<file path="src/rtl/reg_access_controller_pkg.sv">
// rtl/reg_access_controller_pkg.sv - shared packet type, FSM states and defaults for reg_access_controller
// Optional feature macro: REG_ACCESS_WRITE_ACK_EN (adds the ST_W_ACK state).
package reg_access_controller_pkg;

    typedef struct packed {
        logic [7:0] Source;
        logic [7:0] Destination;
        logic [7:0] Length;
        logic       SoP;
        logic       EoP;
        logic       Valid;
        logic [7:0] Data;
    } UART_PACKET;

    typedef enum logic [3:0] {
        ST_IDLE,
        ST_R_ADDR,
        ST_R_COUNT,
        ST_R_FETCH,
        ST_R_WAIT,
        ST_SEND,
        ST_W_ADDR,
        ST_W_DATA,
        ST_DROP
`ifdef REG_ACCESS_WRITE_ACK_EN
        , ST_W_ACK
`endif
    } state_t;

    localparam logic [7:0] READ_DEST_DEFAULT  = 8'h00;
    localparam logic [7:0] WRITE_DEST_DEFAULT = 8'h01;
    localparam logic [7:0] LOCAL_ID_DEFAULT   = 8'h10;

    // Requested word count: 0 means one word, anything above the limit saturates.
    function automatic int unsigned clamp_count(input logic [7:0] req, input int unsigned max_burst);
        if (req == 8'd0) return 1;
        if (32'(req) > max_burst) return max_burst;
        return 32'(req);
    endfunction

endpackage

</file>
<file path="src/rtl/tx_word_serialiser.sv">
// rtl/tx_word_serialiser.sv - emits a loaded word LSB-first as bytes under tvalid/tready
// Ports: clk, resetn (sync, active-low); load/load_word/load_bytes/load_sop/load_eop start a word;
//        tready in, tvalid/tdata/tsop/tlast out; done pulses when the final byte is accepted.
module tx_word_serialiser #(
    parameter int DATA_WIDTH = 32,
    parameter int CW         = $clog2(DATA_WIDTH / 8 + 1)
) (
    input  logic                  clk,
    input  logic                  resetn,
    input  logic                  load,
    input  logic [DATA_WIDTH-1:0] load_word,
    input  logic [CW-1:0]         load_bytes,
    input  logic                  load_sop,
    input  logic                  load_eop,
    input  logic                  tready,
    output logic                  tvalid,
    output logic [7:0]            tdata,
    output logic                  tsop,
    output logic                  tlast,
    output logic                  done
);

    logic [DATA_WIDTH-1:0] shift;
    logic [CW-1:0]         remaining;
    logic                  sop_q;
    logic                  eop_q;
    logic                  last_byte;

    assign last_byte = (remaining == CW'(1));
    assign tdata     = shift[7:0];
    assign tsop      = tvalid & sop_q;
    // EoP qualifies only the final byte of a word flagged as packet end.
    assign tlast     = tvalid & eop_q & last_byte;
    assign done      = tvalid & tready & last_byte;

    always_ff @(posedge clk) begin
        if (!resetn) begin
            shift     <= '0;
            remaining <= '0;
            sop_q     <= 1'b0;
            eop_q     <= 1'b0;
            tvalid    <= 1'b0;
        end else if (load) begin
            shift     <= load_word;
            remaining <= load_bytes;
            sop_q     <= load_sop;
            eop_q     <= load_eop;
            tvalid    <= 1'b1;
        end else if (tvalid && tready) begin
            shift     <= shift >> 8;
            remaining <= remaining - CW'(1);
            sop_q     <= 1'b0;
            if (last_byte) tvalid <= 1'b0;
        end
    end

endmodule

</file>
<file path="src/rtl/reg_access_controller.sv">
// rtl/reg_access_controller.sv - decodes request packets into burst register reads/writes and serialises read replies
// Optional feature macro: REG_ACCESS_WRITE_ACK_EN (1-byte write acknowledge reply).
// Ports: ipClk, ipReset (sync, active-low); ipRxStream request bytes; ipTxReady/opTxStream reply bytes;
//        opAddress, ipReadData (valid one cycle after opAddress), opWriteData, opWrite strobe; opBusy.
module reg_access_controller
    import reg_access_controller_pkg::*;
#(
    parameter int         DATA_WIDTH = 32,
    parameter int         ADDR_WIDTH = 8,
    parameter int         MAX_BURST  = 16,
    parameter logic [7:0] READ_DEST  = READ_DEST_DEFAULT,
    parameter logic [7:0] WRITE_DEST = WRITE_DEST_DEFAULT,
    parameter logic [7:0] LOCAL_ID   = LOCAL_ID_DEFAULT
) (
    input  logic                  ipClk,
    input  logic                  ipReset,
    input  UART_PACKET            ipRxStream,
    input  logic                  ipTxReady,
    output UART_PACKET            opTxStream,
    output logic [ADDR_WIDTH-1:0] opAddress,
    input  logic [DATA_WIDTH-1:0] ipReadData,
    output logic [DATA_WIDTH-1:0] opWriteData,
    output logic                  opWrite,
    output logic                  opBusy
);

    localparam int BYTES = DATA_WIDTH / 8;
    localparam int CW    = $clog2(BYTES + 1);
    localparam int CBW   = $clog2(MAX_BURST + 1);
    localparam logic [CW-1:0]  BYTES_W  = CW'(BYTES);
    localparam logic [CW-1:0]  BYTES_M1 = CW'(BYTES - 1);
    localparam logic [CBW-1:0] MAX_W    = CBW'(MAX_BURST);

    state_t                state, next_state;
    logic [7:0]            src_lat;
    logic [ADDR_WIDTH-1:0] base;
    logic [CBW-1:0]        count;
    logic [CBW-1:0]        word;
    logic [7:0]            len;
    logic [CW-1:0]         byte_cnt;
    logic [DATA_WIDTH-1:0] assembly;
    logic [DATA_WIDTH-1:0] asm_next;

    logic                  rx_state, hdr, wbyte, word_done, last_word;
    logic                  ser_load, ser_sop, ser_eop, ser_done;
    logic [DATA_WIDTH-1:0] ser_word;
    logic [CW-1:0]         ser_bytes;
    logic                  tx_valid, tx_sop, tx_eop;
    logic [7:0]            tx_data;
    logic                  unused_rx;
`ifdef REG_ACCESS_WRITE_ACK_EN
    logic                  ack_start;
    logic [CBW-1:0]        ack_count;
`endif

    assign unused_rx = ^ipRxStream.Length;
    assign opBusy    = (state != ST_IDLE);
    assign last_word = (word == count - CBW'(1));
    assign asm_next  = DATA_WIDTH'({ipRxStream.Data, assembly} >> 8);

    always_ff @(posedge ipClk) begin
        if (!ipReset) state <= ST_IDLE;
        else          state <= next_state;
    end

    always_comb begin
        next_state = state;
        ser_load   = 1'b0;
        ser_word   = ipReadData;
        ser_bytes  = BYTES_W;
        ser_sop    = (word == '0);
        ser_eop    = last_word;
        rx_state   = state inside {ST_IDLE, ST_R_ADDR, ST_R_COUNT, ST_W_ADDR, ST_W_DATA, ST_DROP};
        // A SoP byte restarts decoding from any state that listens to Rx.
        hdr        = rx_state && ipRxStream.Valid && ipRxStream.SoP;
        wbyte      = (state == ST_W_DATA) && ipRxStream.Valid && !hdr && (word < MAX_W);
        word_done  = wbyte && (byte_cnt == BYTES_M1);
`ifdef REG_ACCESS_WRITE_ACK_EN
        ack_start  = 1'b0;
        ack_count  = word + (word_done ? CBW'(1) : CBW'(0));
`endif
        if (hdr) begin
            if (ipRxStream.EoP)                           next_state = ST_IDLE;
            else if (ipRxStream.Destination == READ_DEST)  next_state = ST_R_ADDR;
            else if (ipRxStream.Destination == WRITE_DEST) next_state = ST_W_ADDR;
            else                                           next_state = ST_DROP;
        end else if (rx_state && ipRxStream.Valid) begin
            case (state)
                ST_R_ADDR:  next_state = ipRxStream.EoP ? ST_IDLE : ST_R_COUNT;
                ST_R_COUNT: next_state = ipRxStream.EoP ? ST_IDLE : ST_R_FETCH;
                ST_W_ADDR:  next_state = ipRxStream.EoP ? ST_IDLE : ST_W_DATA;
                ST_W_DATA: begin
                    if (ipRxStream.EoP) begin
`ifdef REG_ACCESS_WRITE_ACK_EN
                        next_state = ST_W_ACK;
                        ack_start  = 1'b1;
                        ser_load   = 1'b1;
                        ser_word   = DATA_WIDTH'(ack_count);
                        ser_bytes  = CW'(1);
                        ser_sop    = 1'b1;
                        ser_eop    = 1'b1;
`else
                        next_state = ST_IDLE;
`endif
                    end
                end
                ST_DROP:    if (ipRxStream.EoP) next_state = ST_IDLE;
                default: ;
            endcase
        end
        case (state)
            ST_R_FETCH: next_state = ST_R_WAIT;
            ST_R_WAIT: begin
                // ipReadData now reflects the address driven during R_FETCH.
                next_state = ST_SEND;
                ser_load   = 1'b1;
            end
            ST_SEND:    if (ser_done) next_state = last_word ? ST_IDLE : ST_R_FETCH;
`ifdef REG_ACCESS_WRITE_ACK_EN
            ST_W_ACK:   if (ser_done) next_state = ST_IDLE;
`endif
            default: ;
        endcase
    end

    always_ff @(posedge ipClk) begin
        if (!ipReset) begin
            src_lat     <= '0;
            base        <= '0;
            count       <= '0;
            len         <= '0;
            word        <= '0;
            byte_cnt    <= '0;
            assembly    <= '0;
            opAddress   <= '0;
            opWriteData <= '0;
            opWrite     <= 1'b0;
        end else begin
            opWrite <= 1'b0;
            if (hdr) begin
                src_lat  <= ipRxStream.Source;
                word     <= '0;
                byte_cnt <= '0;
            end else if (ipRxStream.Valid) begin
                case (state)
                    ST_R_ADDR, ST_W_ADDR: base <= ADDR_WIDTH'(ipRxStream.Data);
                    ST_R_COUNT: begin
                        if (!ipRxStream.EoP) begin
                            count     <= CBW'(clamp_count(ipRxStream.Data, MAX_BURST));
                            len       <= 8'(clamp_count(ipRxStream.Data, MAX_BURST) * BYTES);
                            opAddress <= base;
                        end
                    end
                    default: ;
                endcase
            end
            if (wbyte) begin
                assembly <= asm_next;
                if (word_done) begin
                    opWrite     <= 1'b1;
                    opAddress   <= base + ADDR_WIDTH'(word);
                    opWriteData <= asm_next;
                    word        <= word + CBW'(1);
                    byte_cnt    <= '0;
                end else begin
                    byte_cnt <= byte_cnt + CW'(1);
                end
            end
            if (state == ST_SEND && ser_done && !last_word) begin
                word      <= word + CBW'(1);
                opAddress <= base + ADDR_WIDTH'(word + CBW'(1));
            end
`ifdef REG_ACCESS_WRITE_ACK_EN
            if (ack_start) len <= 8'd1;
`endif
        end
    end

    tx_word_serialiser #(
        .DATA_WIDTH (DATA_WIDTH),
        .CW         (CW)
    ) u_ser (
        .clk        (ipClk),
        .resetn     (ipReset),
        .load       (ser_load),
        .load_word  (ser_word),
        .load_bytes (ser_bytes),
        .load_sop   (ser_sop),
        .load_eop   (ser_eop),
        .tready     (ipTxReady),
        .tvalid     (tx_valid),
        .tdata      (tx_data),
        .tsop       (tx_sop),
        .tlast      (tx_eop),
        .done       (ser_done)
    );

    // Header fields are zeroed while idle so the stream is all-zero out of reset.
    always_comb begin
        opTxStream = '0;
        if (tx_valid) begin
            opTxStream.Valid       = 1'b1;
            opTxStream.SoP         = tx_sop;
            opTxStream.EoP         = tx_eop;
            opTxStream.Data        = tx_data;
            opTxStream.Source      = LOCAL_ID;
            opTxStream.Destination = src_lat;
            opTxStream.Length      = len;
        end
    end

endmodule

</file>
<file path="config.mk">
export PLATFORM = sky130hd
export DESIGN_NAME = reg_access_controller
export DESIGN_NICKNAME = d
export VERILOG_FILES = /design/src/rtl/reg_access_controller_pkg.sv /design/src/rtl/tx_word_serialiser.sv /design/src/rtl/reg_access_controller.sv
export SDC_FILE = /design/constraint.sdc
export NUM_CORES = 1
export LEC_CHECK = 0
export BUFFER_PORTS_ARGS = -buffer_cell sky130_fd_sc_hd__buf_2
export CORE_UTILIZATION = 49
export CTS_CLUSTER_DIAMETER = 120
export DETAILED_ROUTE_END_ITERATION = 12
export GPL_TIMING_DRIVEN = 0
export HOLD_SLACK_MARGIN = 0.05
export PLACE_DENSITY_LB_ADDON = 0.2
export SETUP_SLACK_MARGIN = 0.2
export SLEW_MARGIN = 20
export SYNTH_ARGS = -nofsm -noshare
export SYNTH_HDL_FRONTEND = slang
export SYNTH_SLANG_ARGS = --single-unit
</file>
<file path="constraint.sdc">
create_clock -name ipClk -period 2 [get_ports ipClk]
set_input_delay 0.3 -clock ipClk [delete_from_list [all_inputs] [get_ports ipClk]]
set_output_delay 0.3 -clock ipClk [all_outputs]
set_load 0.01 [all_outputs]
</file>
======== Word-level counts from Yosys, hierarchy flattened ========
Cells that the tools add are included.
word-level totals
  output and inout port bits .............. 77
  flip-flop bits (word level) ............. 150
  input port bits ......................... 70
  word-level logic and storage cells ...... 130
cells by class
  multiplexer cells ....................... 56
  reductions and logical operators ........ 28
  magnitude comparators ................... 2
  bitwise operators ....................... 8
  add/subtract/negate cells ............... 7
  eq/ne operators ......................... 12
operator list
  cell                   count
  $mux W32               3
  $mux W8                7
  $mux W4                7
  $mux W5                5
  $mux W1                21
  $mux W3                6
  $eq A4 B3 Y1 const B   4
  $logic_not A8 Y1       2
  $pmux W4 S4            1
  $mux W6                2
  $pmux W4 S3            1
  $logic_and A1 B1 Y1    9
  $add A8 B5 Y8          1
  $add A8 B6 Y8          1
  $eq A4 B2 Y1 const B   2
  $eq A8 B1 Y1 const B   1
  $gt A8 B5 Y1 const B   1
  $add A5 B1 Y6 const B  1
  $mux W2                3
  $reduce_and A2 Y1      3
  $reduce_bool A2 Y1     3
  $reduce_bool A6 Y1     1
  $reduce_or A2 Y1       3
  $add A5 B1 Y5 const B  1
  other kinds (17)       24

======== Logic depth before layout (Yosys ltp) ========
Gate-level depths: netlist of the first run.
  depth in word-level cells ............... 15
  depth in mapped cells ................... 10
  gate-level depth less buffers ........... 10

======== Hierarchy ========
From an unflattened synthesis of the first run, not the netlist that was laid out.
unflattened totals
  cells, all modules ...................... 806
  area, all modules ....................... 6739.0 um2
modules (own cells, without submodules)
  module                 seq. area each (um2)  cells each  instances  area each (um2)
  reg_access_controller  1981.9                622         1          5041.1
  tx_word_serialiser     760.7                 184         1          1697.9

======== Worst setup path before layout of the first run ========
OpenSTA, ideal clock, no wires.
  kind .................................... reg2reg
  from .................................... reg word[0]
  to ...................................... reg opAddress[4]
  stages on the path, launching flop included .. 9
  library setup time ...................... 126 ps
  path buffers ............................ 0
  required time ........................... 1874 ps
  clock period less this slack ............ 1974 ps
  arrival time ............................ 1848 ps
  path slack .............................. 26 ps
  cells stage by stage .................... dfxtp_1 ha_1 inv_1 fa_1 nand2b_1 a211oi_1 nor2_1 a222oi_1 o21ai_0
on the way
  longest elaborated chain between the ends .. 6
  elaborated cells on any way between the ends .. 12
  those cells by class .................... 3 x add/sub; 1 x order compare; 1 x eq/ne; 3 x mux; 4 x reduce/logical
ends and longest elaborated chain
  item                                                                   line                          text
  start, declared                                                        reg_access_controller.sv:38   logic [CBW-1:0] word;
  start signal, assigned                                                 reg_access_controller.sv:163  word <= word + CBW'(1);
  start signal, assigned                                                 reg_access_controller.sv:170  word <= word + CBW'(1);
  parallel branches: the longest is 5 deep, another holds $add A8 B6 Y8  n/a
  $mux W8 *                                                              reg_access_controller.sv:169  if (state == ST_SEND && ser_done && !last_word) begin
  end signal, assigned                                                   reg_access_controller.sv:151  opAddress <= base;
  end signal, assigned                                                   reg_access_controller.sv:161  opAddress <= base + ADDR_WIDTH'(word);
  end signal, assigned                                                   reg_access_controller.sv:171  opAddress <= base + ADDR_WIDTH'(word + CBW'(1));
  end, declared                                                          reg_access_controller.sv:20   output logic [ADDR_WIDTH-1:0] opAddress,
Every way passes the cells marked *.
A chain may end at the register's enable or synchronous reset.

======== Worst setup path in the final report of the first run ========
  from .................................... reg state[2]
  to ...................................... reg opAddress[1]
on the way
  longest elaborated chain between the ends .. 11
  elaborated cells on any way between the ends .. 23
  those cells by class .................... 6 x eq/ne; 6 x mux; 11 x reduce/logical
ends and longest elaborated chain
  item                                  line                          text
  start, declared                       reg_access_controller.sv:34   state_t state, next_state;
  start signal, assigned                reg_access_controller.sv:63   else state <= next_state;
  $eq A4 B1 Y1 (tied with other cells)  reg_access_controller.sv:73   rx_state = state inside {ST_IDLE, ST_R_ADDR, ST_R_COUNT, ST_W_ADDR, ST_W_DATA, ST_DROP};
  $reduce_bool A6 Y1                    reg_access_controller.sv:73
  $logic_and A1 B1 Y1 (2 in a row)      reg_access_controller.sv:75   hdr = rx_state && ipRxStream.Valid && ipRxStream.SoP;
  $logic_not A1 Y1                      reg_access_controller.sv:76   wbyte = (state == ST_W_DATA) && ipRxStream.Valid && !hdr && (word < MAX_W);
  $logic_and A1 B1 Y1 (2 in a row)      reg_access_controller.sv:76
  $logic_and A1 B1 Y1                   reg_access_controller.sv:77   word_done = wbyte && (byte_cnt == BYTES_M1);
  $mux W8                               reg_access_controller.sv:159  if (word_done) begin
  $mux W8                               reg_access_controller.sv:157  if (wbyte) begin
  $mux W8 *                             reg_access_controller.sv:169
Mark *: on every way between the ends. The rest lies on a longest branch, timed or not.

==> results of run 1 <==
==> routing by layer <==
metal  global-route usage  up-vias  part of all wire
met5                    0        -                 0
met4                0.113        0             0.037
met3               0.0575       65             0.068
met2                0.464      328              0.47
met1                0.370     3182              0.43
li1                     -     3187                 -
==> layout make-up <==
cell class | count | area [sq um]
inverter | 17 | 71.3
buffer | 71 | 551
sequential | 137 | 2780
tap | 172 | 215
clock inverter | 10 | 166
timing repair buffer | 176 | 1130
fill | 941 | 3440
clock buffer | 20 | 467
multi-input combinational | 593 | 3850
==> worst max-delay path, cell delays in order (launching register included) <==
cell      delay [ps]
dfxtp_2          350
buf_6            110
nand3b_1         210
nor4b_4          410
and3_4           310
buf_12           160
buf_8            130
nand2_2           40
o211ai_1         100
a21oi_2           70
==> report_power, final <==
group | total (mW) | internal (mW) | switching (mW)
clock | 3.38 | 2.17 | 1.20
combinational | 0.262 | 0.0948 | 0.167
sequential | 2.74 | 2.73 | 0.00683
total | 6.38 | 5.00 | 1.38
==> state kept, by name, summed over array words and instances (netlist names), 2 cells and up <==
signal,cells
u_ser.shift,32
u_ser.remaining,3
byte_cnt,3
word,5
opWriteData,32
count,4
opAddress,8
src_lat,8
base,8
state,4
len,2
assembly,24
==> repair_timing <==
action | CTS | global route
endpoints found under the setup margin | 120 | 109
buffers inserted | 36 | 5
pin swaps | 33 | 53
gates cloned | 2 | 5
resized for setup | 105 | 142
==> path summary, 6_finish.rpt <==
check / cells past startpoint / slack [ps] / start / to
hold / removal: 3 / 100 / ipReadData[27] / u_ser.shift[27]
setup reg to reg: 9 / -30 / state[2] / opAddress[1]
hold reg to reg: 2 / 450 / src_lat[4] / src_lat[4]
setup / recovery: 9 / -30 / state[2] / opAddress[1]
==> cell families (layout without fill, tap and decap cells) <==
kind of cell    Yosys count  after routing  synth area share
simple gates            363            363             0.256
compound gates          182            182             0.182
flops                   137            137             0.430
buf+inv                  88            294            0.0645
xor+xnor                 15             15            0.0206
fa+ha+maj                14             14            0.0298
mux                      10             10            0.0161
other cells               1              9          0.000588
==> cells in the mapped netlist (all sizes together) (2+ instances only) <==
cell | n | area (sq um)
o221ai | 2 | 17.5
o21ai | 17 | 85.1
buf | 29 | 190
mux2 | 2 | 22.5
nand2 | 184 | 691
nor2b | 8 | 50.1
a311oi | 24 | 210
xnor2 | 9 | 78.8
xor2 | 6 | 52.6
a31oi | 4 | 25.0
nand3 | 52 | 265
nand4b | 2 | 17.5
o22ai | 3 | 18.8
and2 | 23 | 144
o31ai | 3 | 22.5
nor4b | 2 | 23.8
nand3b | 2 | 18.8
nor2 | 58 | 220
o2111ai | 2 | 30.0
inv | 17 | 63.8
dfxtp | 137 | 2740
o41ai | 2 | 25.0
nand2b | 6 | 37.5
fa | 2 | 40.0
a211oi | 9 | 67.6
a222oi | 3 | 30.0
nor3 | 8 | 45.0
o21a | 4 | 30.0
nor3b | 2 | 15.0
o311ai | 3 | 26.3
clkbuf | 42 | 158
nand4 | 2 | 12.5
a21oi | 92 | 460
mux2i | 8 | 80.1
ha | 12 | 150
and3 | 8 | 50.1
o211ai | 5 | 37.5
a22oi | 3 | 22.5
==> metrics by stage <==
step / hold slack, ps / TNS, ps
6_report: 101 / -56.4
5_1_grt: 120 / -1960
4_1_cts: 102 / 0
3_5_place_dp: 435 / -4880
3_3_place_gp: 425 / -5770
2_1_floorplan: 417 / 0
==> metrics, run 1 <==
core area 0.0127 sq mm; Setup CP Type flip-flop to flip-flop; startpoint types flip-flop; Area Growth Syn to Fin 44.8%; Post-DP HPWL 12400 um; vias in the first global route 5899; Mapped Cells 810; antenna cells 0; First DRT Iteration DRCs 620; # rows 41; port bufs 128; H-tree Lvls 4; Die W 116 um; Finished Layout Cells 1196; # IOs 147; CTS Buffer Depth 2; vias 6762; Finished Core Util 0.729; worst clock skew 8.49 ps; MaxCap Viol Count 0; Design Power 6.38 mW; YS warnings 0; largest net degree at the start of global routing 17; via/cell ratio 5.65; total gr overflow 0; final worst setup slack -25.7 ps; Worst-path clk slew 60 ps; Initial Utilization 0.503; Final min period 2030 ps; ys async rst share 0; final setup violation count 4; clk sink count 137; Worst Tran Pin Value 703 ps; clock root cell clkbuf_16; die area 0.0135 sq mm; commonest non-fill, non-tap cells in the layout nand2_1 (157), buf_2 (133), dfxtp_1 (120); first-pass GRT wire length 29500 um; post-synthesis sequential area ratio 0.430; CP required 2290 ps; synthesized flop and latch total 137; Fin. Hold Viols 0; most common cell after layout, fill and taps aside nand2_1; drt first pass iters 5; Netlist cell types 61; most common flop cell mapped by yosys dfxtp_1; Slew HR 0.531; Slew Limit Fails 0; worst skew pair latency 430 ps; Placed Cells incl. Taps 1118; P_leak 4.05 nW; failing checks negative setup slack; power density over the cells 691 mW/mm^2; initial antenna violation count 0; design area 0.00923 sq mm; DRC violations left 0; peak supply drop 0.000567 V; Critical Path AT 2320 ps; CP endpoint kind flip-flop; CTS Buf Count 17; die height 116 um; crit-path max FO 6; Peak Freq 494 MHz; routed wire length 20300 um; EDFF count, synth 0; Hold Path Class input port to flip-flop; Nets 1097; Cell Area, Synth 0.00638 sq mm; fin crit share 1.01; pre-CTS setup slack -250 ps; cts hold-fix bufs 0; status finished, violations left; syn avg cell area 7.87 sq um; placed inst area 0.00731 sq mm; CTS tree built; Avg WL per Cell 17.0 um; share of layout cells above drive strength 1 0.373; gpl congestion 0.908; RSZ-0062 raised after global routing yes; total track usage 0.285; Detail Route Antenna Nets 0
Note: power is estimated with default switching activity, not from simulation.
==> inputs of run 2 (changes only) <==
--- a/config.mk
+++ b/config.mk
@@ -7,13 +7,15 @@
 export LEC_CHECK = 0
 export BUFFER_PORTS_ARGS = -buffer_cell sky130_fd_sc_hd__buf_2
 export CORE_UTILIZATION = 49
+export CTS_BUF_LIST = sky130_fd_sc_hd__clkbuf_16
 export CTS_CLUSTER_DIAMETER = 120
 export DETAILED_ROUTE_END_ITERATION = 12
 export GPL_TIMING_DRIVEN = 0
 export HOLD_SLACK_MARGIN = 0.05
 export PLACE_DENSITY_LB_ADDON = 0.2
-export SETUP_SLACK_MARGIN = 0.2
+export SETUP_SLACK_MARGIN = 0.1
 export SLEW_MARGIN = 20
 export SYNTH_ARGS = -nofsm -noshare
 export SYNTH_HDL_FRONTEND = slang
+export SYNTH_HIERARCHICAL = 1
 export SYNTH_SLANG_ARGS = --single-unit
==> run 2 against run 1 <==
The flow still finishes with violations (negative setup slack). Global-route usage is 3.7 points lower. Critical path depth is 1 lower. Register-to-register slack worse by 130 ps. Largest power group unchanged. Highest routed layer unchanged.
==> metrics, run 2 <==
First DRT Iteration DRCs 377 (-39%); share of layout cells above drive strength 1 0.293 (-0.0798); Slew Limit Fails 0 (unchanged); Worst Tran Pin Value 700 ps (-3.84 ps); total gr overflow 0 (unchanged); routed wire length 17400 um (-15%); Fin. Hold Viols 0 (unchanged); final setup violation count 12 (+8); Final min period 2160 ps (+130 ps); via/cell ratio 5.24 (-7.4%); CP delay by family, top simple AND/OR/NAND/NOR gates; vias in the first global route 5575 (-5.5%); Mapped Cells 806 (-0.49%); critical path's most frequent cell buf_6; biggest regs opWriteData: 32 flops, u_ser/shift: 32 flops, assembly: 24 flops; port bufs 128 (unchanged); commonest non-fill, non-tap cells in the layout nand2_1 (164), buf_2 (132), dfxtp_1 (126); CP endpoint kind flip-flop; Cell Area, Synth 0.00674 sq mm (+5.7%); Setup CP Type flip-flop to flip-flop; clock root cell clkbuf_16; final worst setup slack -156 ps (-130 ps); area leader, netlist dfxtp_1; power density over the cells 674 mW/mm^2 (-2.5%); crit-path max cell delay 530 ps (+120 ps); vias 6152 (-9.0%); most common flop cell mapped by yosys dfxtp_1; ys async rst share 0 (unchanged); CTS Buffer Depth 2 (unchanged); initial antenna violation count 0 (unchanged); largest net degree at the start of global routing 17 (unchanged); Slew HR 0.530 (-0.00132); antenna cells 0 (unchanged); synthesized flop and latch total 137 (unchanged); Worst-path clk slew 60 ps (about the same); CP max stage cell or4b_4; pre-CTS setup slack -418 ps (-168 ps); Worst Hold Margin 129 ps (+27.1 ps); core area 0.0133 sq mm (+5.3%); dominant cells by area after synthesis dfxtp_1 (41%), nand2_1 (9.4%), a21boi_0 (8.8%); EDFF count, synth 0 (unchanged); H-tree Lvls 4 (unchanged); MaxCap Viol Count 0 (unchanged); syn avg cell area 8.36 sq um (+6.2%); CTS tree built; Detail Route Antenna Nets 0 (unchanged); peak supply drop 0.000543 V (-4.2%); crit-path max FO 7 (+1); status finished, violations left; YS warnings 6 (+6); CTS Buf Count 17 (unchanged); drt first pass iters 5 (unchanged); Peak Freq 464 MHz (-6.0%); # rows 42 (+2.4%); CP required 2310 ps (+20 ps); fin crit share 1.08 (+0.0652); # IOs 147 (unchanged); RSZ-0062 raised after global routing yes; startpoint types flip-flop; die area 0.0142 sq mm (+5.6%); first-pass GRT wire length 27700 um (-6.1%); failing checks negative setup slack; Die W 119 um (+2.7%); P_leak 3.85 nW (-4.9%); Avg WL per Cell 14.8 um (-13%); worst skew pair latency 420 ps (about the same); gpl congestion 0.908 (about the same); total track usage 0.247 (-0.0374); CP Cell Sequence buf_6, or4b_4, or2_4, or2_1, buf_6, a21oi_4, nor2_1, o311a_1; Synth top area share 0.407 (-0.0231); clk sink count 137 (unchanged); Area Growth Syn to Fin 29.6%; Hold Path Class input port to flip-flop; top cells by count, synth nand2_1 (169), dfxtp_1 (137), a21boi_0 (79); DRC violations left 0 (unchanged); post-synthesis sequential area ratio 0.407 (-0.0231); Worst Path Buf+Inv 2 (-1); Critical Path AT 2460 ps (+140 ps); Nets 1070 (-2.5%); most common cell after layout, fill and taps aside nand2_1; Initial Utilization 0.505 (+0.00157); Post-DP HPWL 12100 um (-2.3%); top-count cell post-synth nand2_1; worst clock skew 5.83 ps (-2.66 ps); Netlist cell types 62 (+1.6%); die height 119 um (+2.7%)
-- run 2: changes by cell type in the layout (fill, tap and decap cells not counted), sizes merged, moves of 19 or more --
cell    delta
a311oi    -21
o21ai     +31
buf       -19
nor2      -39
a21boi    +80
nand3     -31
a21oi     -51
mux2i     +27
-- run 2: logic make-up (layout without fill, tap and decap cells) --
group           count (synthesis)  count (layout)  share of synthesized area
xor+xnor                       14              14                     0.0182
other cells                     2              12                    0.00111
mux                            35              35                     0.0520
fa+ha+maj                      14              14                     0.0282
buf+inv                        91             274                     0.0687
simple gates                  303             303                      0.214
flops                         137             137                      0.407
compound gates                210             210                      0.211
-- run 2: final timing paths --
check	slack (ps)	depth (start not counted)	end	start
setup / recovery	-160	8	opAddress[0]	state[0]
hold / removal	130	3	src_lat[6]	ipRxStream[33]
hold reg to reg	450	2	byte_cnt[2]	byte_cnt[2]
setup reg to reg	-160	8	opAddress[0]	state[0]
-- run 2: through the flow --
| stage | total power [mW] | area (sq um) | utilization | TNS [ps] | instances |
|---|---|---|---|---|---|
| after global placement | 3.04 | 7680 | 0.575 | -29830 | 1120 |
| final | 5.89 | 8730 | 0.654 | -710 | 1175 |
| after detailed placement | 3.04 | 7680 | 0.575 | -29450 | 1120 |
| after floorplan | 2.92 | 6820 | - | -326 | 816 |
| after global routing | 6.08 | 8730 | 0.654 | -1910 | 1175 |
| after CTS | 5.90 | 8510 | 0.638 | -438 | 1168 |
-- run 2: cell type report --
class	count	area, sq um
clock inverters	15	111
multi-input cells	588	3790
plain buffers	73	495
clock buffers	17	425
repair buffers	152	868
well taps	176	220
flip-flops and latches	137	2760
fillers	1154	4610
inverters	17	63.8
-- run 2: power breakdown --
part | internal [mW] | switching [mW]
combinational | 0.111 | 0.136
sequential | 2.74 | 0.00613
clock | 1.69 | 1.21
total | 4.53 | 1.35
-- run 2: worst register-to-register path, stage by stage, from the launching register on --
cell and delay [ps]:
dfxtp_2 320, buf_6 110, or4b_4 530, or2_4 270
or2_1 220, buf_6 140, a21oi_4 120, nor2_1 50
o311a_1 280
-- run 2: repair_timing --
| action | in CTS | in global routing |
|---|---|---|
| hold buffers | 0 | 0 |
| buffers inserted | 17 | 7 |
| resized for setup | 66 | 65 |
| cloned | 0 | 1 |
| pin swaps | 14 | 7 |
| endpoints found under the setup margin | 146 | 124 |
-- run 2: per-layer routing --
layer / global-route usage / share of wire / wire length, um / up-vias
met4: 0.0775 / 0.015 / 253 / 0
met1: 0.326 / 0.46 / 8010 / 2863
met2: 0.398 / 0.47 / 8070 / 187
met3: 0.0594 / 0.058 / 1010 / 24
met5: 0 / 0 / 0 / -
li1: - / - / - / 3078
==> inputs of run 3 (changes only) <==
--- a/config.mk
+++ b/config.mk
@@ -12,7 +12,7 @@
 export DETAILED_ROUTE_END_ITERATION = 12
 export GPL_TIMING_DRIVEN = 0
 export HOLD_SLACK_MARGIN = 0.05
-export PLACE_DENSITY_LB_ADDON = 0.2
+export PLACE_DENSITY = 0.78
 export SETUP_SLACK_MARGIN = 0.1
 export SLEW_MARGIN = 20
 export SYNTH_ARGS = -nofsm -noshare
==> run 3 against run 2 <==
The run still ends with negative setup slack left. Non-clock buffer count increased by 2. Worst hold slack better by 6.5 ps. Sequential cell count unchanged. First-iteration DRC count down 2.7%. Clock-buffer cell count unchanged. Clock skew fell by 0.51 ps. Global-route usage grew 1.3 points. Die area is the same. Sequential share of layout area grew 0.099 points. Power shrank 2.9%. Critical path type unchanged. Largest power group is now registers. Highest routed layer unchanged.
==> metrics, run 3 (synthesized netlist as in run 2, its figures left out) <==
DRC violations left 0 (unchanged); most common cell after layout, fill and taps aside nand2_1; biggest regs opWriteData: 32 flops, u_ser/shift: 32 flops, assembly: 24 flops; failing checks negative setup slack; placed inst area 0.00768 sq mm (unchanged); clock root cell clkbuf_16; routed wire length 18200 um (+4.7%); design area 0.00870 sq mm (-0.40%); Worst Tran Pin Value 1190 ps (+487 ps); # IOs 147 (unchanged); Fin. Hold Viols 0 (unchanged); vias 6248 (+1.6%); die height 119 um (unchanged); MaxCap Viol Count 0 (unchanged); CTS tree built; crit-path max FO 6 (-1); Hold Path Class input port to flip-flop; crit-path max cell delay 510 ps (-20 ps); Die W 119 um (unchanged); core area 0.0133 sq mm (unchanged); grt met3 use 0.0599 (+0.000479); antenna cells 0 (unchanged); P_leak 3.85 nW (about the same); first-pass GRT wire length 29100 um (+5.2%); critical path's most frequent cell buf_6; commonest non-fill, non-tap cells in the layout nand2_1 (165), buf_2 (134), dfxtp_1 (124); Avg WL per Cell 15.4 um (+4.5%); vias in the first global route 5894 (+5.7%); total gr overflow 0 (unchanged); CP max stage cell or4b_4; GR Util met2 0.443 (+0.0458); Detail Route Antenna Nets 0 (unchanged); gpl congestion 0.906 (-0.26%); CTS Buf Count 17 (unchanged); grt peak-use layer met2; largest net degree at the start of global routing 17 (unchanged); final worst setup slack -165 ps (-8.53 ps); power density over the cells 657 mW/mm^2 (-2.5%); CP required 2310 ps (about the same); worst clock skew 5.32 ps (-0.512 ps); via/cell ratio 5.31 (+1.4%); cts hold-fix bufs 0 (unchanged); RSZ-0062 raised after global routing yes; port bufs 128 (unchanged); total track usage 0.260 (+0.0127); Worst Path Buf+Inv 2 (unchanged); worst skew pair latency 420 ps (about the same); Final min period 2160 ps (+8.53 ps); fin crit share 1.08 (+0.00426); CTS Buffer Depth 2 (unchanged); Worst-path clk slew 60 ps (about the same); Area Growth Syn to Fin 29.1%; Nets 1072 (+0.19%); share of layout cells above drive strength 1 0.299 (+0.00541); Critical Path AT 2470 ps (about the same); status finished, violations left; final setup violation count 19 (+7); First DRT Iteration DRCs 367 (-2.7%); Peak Freq 462 MHz (-0.39%); CP delay by family, top simple AND/OR/NAND/NOR gates; Finished Core Util 0.652 (-0.00263); clk sink count 137 (unchanged); peak supply drop 0.000613 V (+13%); CP endpoint kind flip-flop; Finished Layout Cells 1177 (+0.17%); Initial Utilization 0.505 (unchanged); Placed Cells incl. Taps 1120 (unchanged); Post-DP HPWL 12500 um (+3.2%); M1 GR Usage 0.320 (-0.00589); H-tree Lvls 4 (unchanged); Setup CP Type flip-flop to flip-flop; Slew HR 0.201 (-0.328); drt first pass iters 5 (unchanged); Slew Limit Fails 0 (unchanged); initial antenna violation count 0 (unchanged); die area 0.0142 sq mm (unchanged); CP Cell Sequence buf_6, or4b_4, or2_4, or2_1, buf_6, a21oi_4, nor2_1, o311a_1; # rows 42 (unchanged); startpoint types flip-flop
[run 3: cell count changes in the layout (fill, tap and decap cells not counted), moves of 3 or more]
cell      before  now
buf_4         36   44
a21boi_0      68   72
a21boi_1      13    9
dfxtp_2        8   12
inv_1         18   14
a21oi_1       38   35
a21oi_2        1    4
clkbuf_4       5    2
clkinv_1       1    4
[run 3: cell type report]
class,instances,area [sq um]
multi-input cells,588,3790
inverters,17,63.8
fillers,1130,4650
clock buffers,17,425
clock inverters,15,87.6
repair buffers,154,865
well taps,176,220
plain buffers,73,483
flip-flops and latches,137,2760
[run 3: power by group]
group | internal (mW) | total (mW) | switching (mW)
clock | 1.55 | 2.72 | 1.17
sequential | 2.74 | 2.74 | 0.00586
combinational | 0.112 | 0.251 | 0.139
total | 4.40 | 5.72 | 1.32
[run 3: what timing repair did]
action                     CTS  global route
setup endpoints to repair  146           101
buffers inserted            19             7
cloned                       1             0
pin swaps                   18            18
gates resized for setup     64            66
[run 3: path summary, 6_finish.rpt]
kind / endpoint / cells past startpoint / from / slack (ps)
setup / recovery: opAddress[0] / 8 / state[0] / -160
hold / removal: src_lat[0] / 3 / ipRxStream[27] / 140
setup reg to reg: opAddress[0] / 8 / state[0] / -160
hold reg to reg: byte_cnt[2] / 2 / byte_cnt[2] / 450
[run 3: per-layer routing]
metal	part of all wire	wire (um)	vias to the layer above
li1	-	-	3082
met1	0.43	7850	2945
met5	0	0	-
met2	0.49	8940	202
met4	0.012	221	0
met3	0.064	1150	19
[run 3: through the flow]
step	setup WS [ps]	power (mW)	hold slack, ps	setup TNS [ps]
after floorplan	-124	2.92	410	-326
after global placement	-441	3.04	419	-27560
after detailed placement	-488	3.04	424	-29870
after CTS	-111	5.74	124	-509
after global routing	-209	5.91	146	-2460
final	-165	5.72	135	-1440
[run 3: worst register-to-register path, delay by kind of cell (launching register included)]
family | cells | cell delay (ps)
and+or+nand+nor | 4 | 1080
DFF | 1 | 320
buffers and inverters | 2 | 250
AOI/OAI and AO/OA | 2 | 400
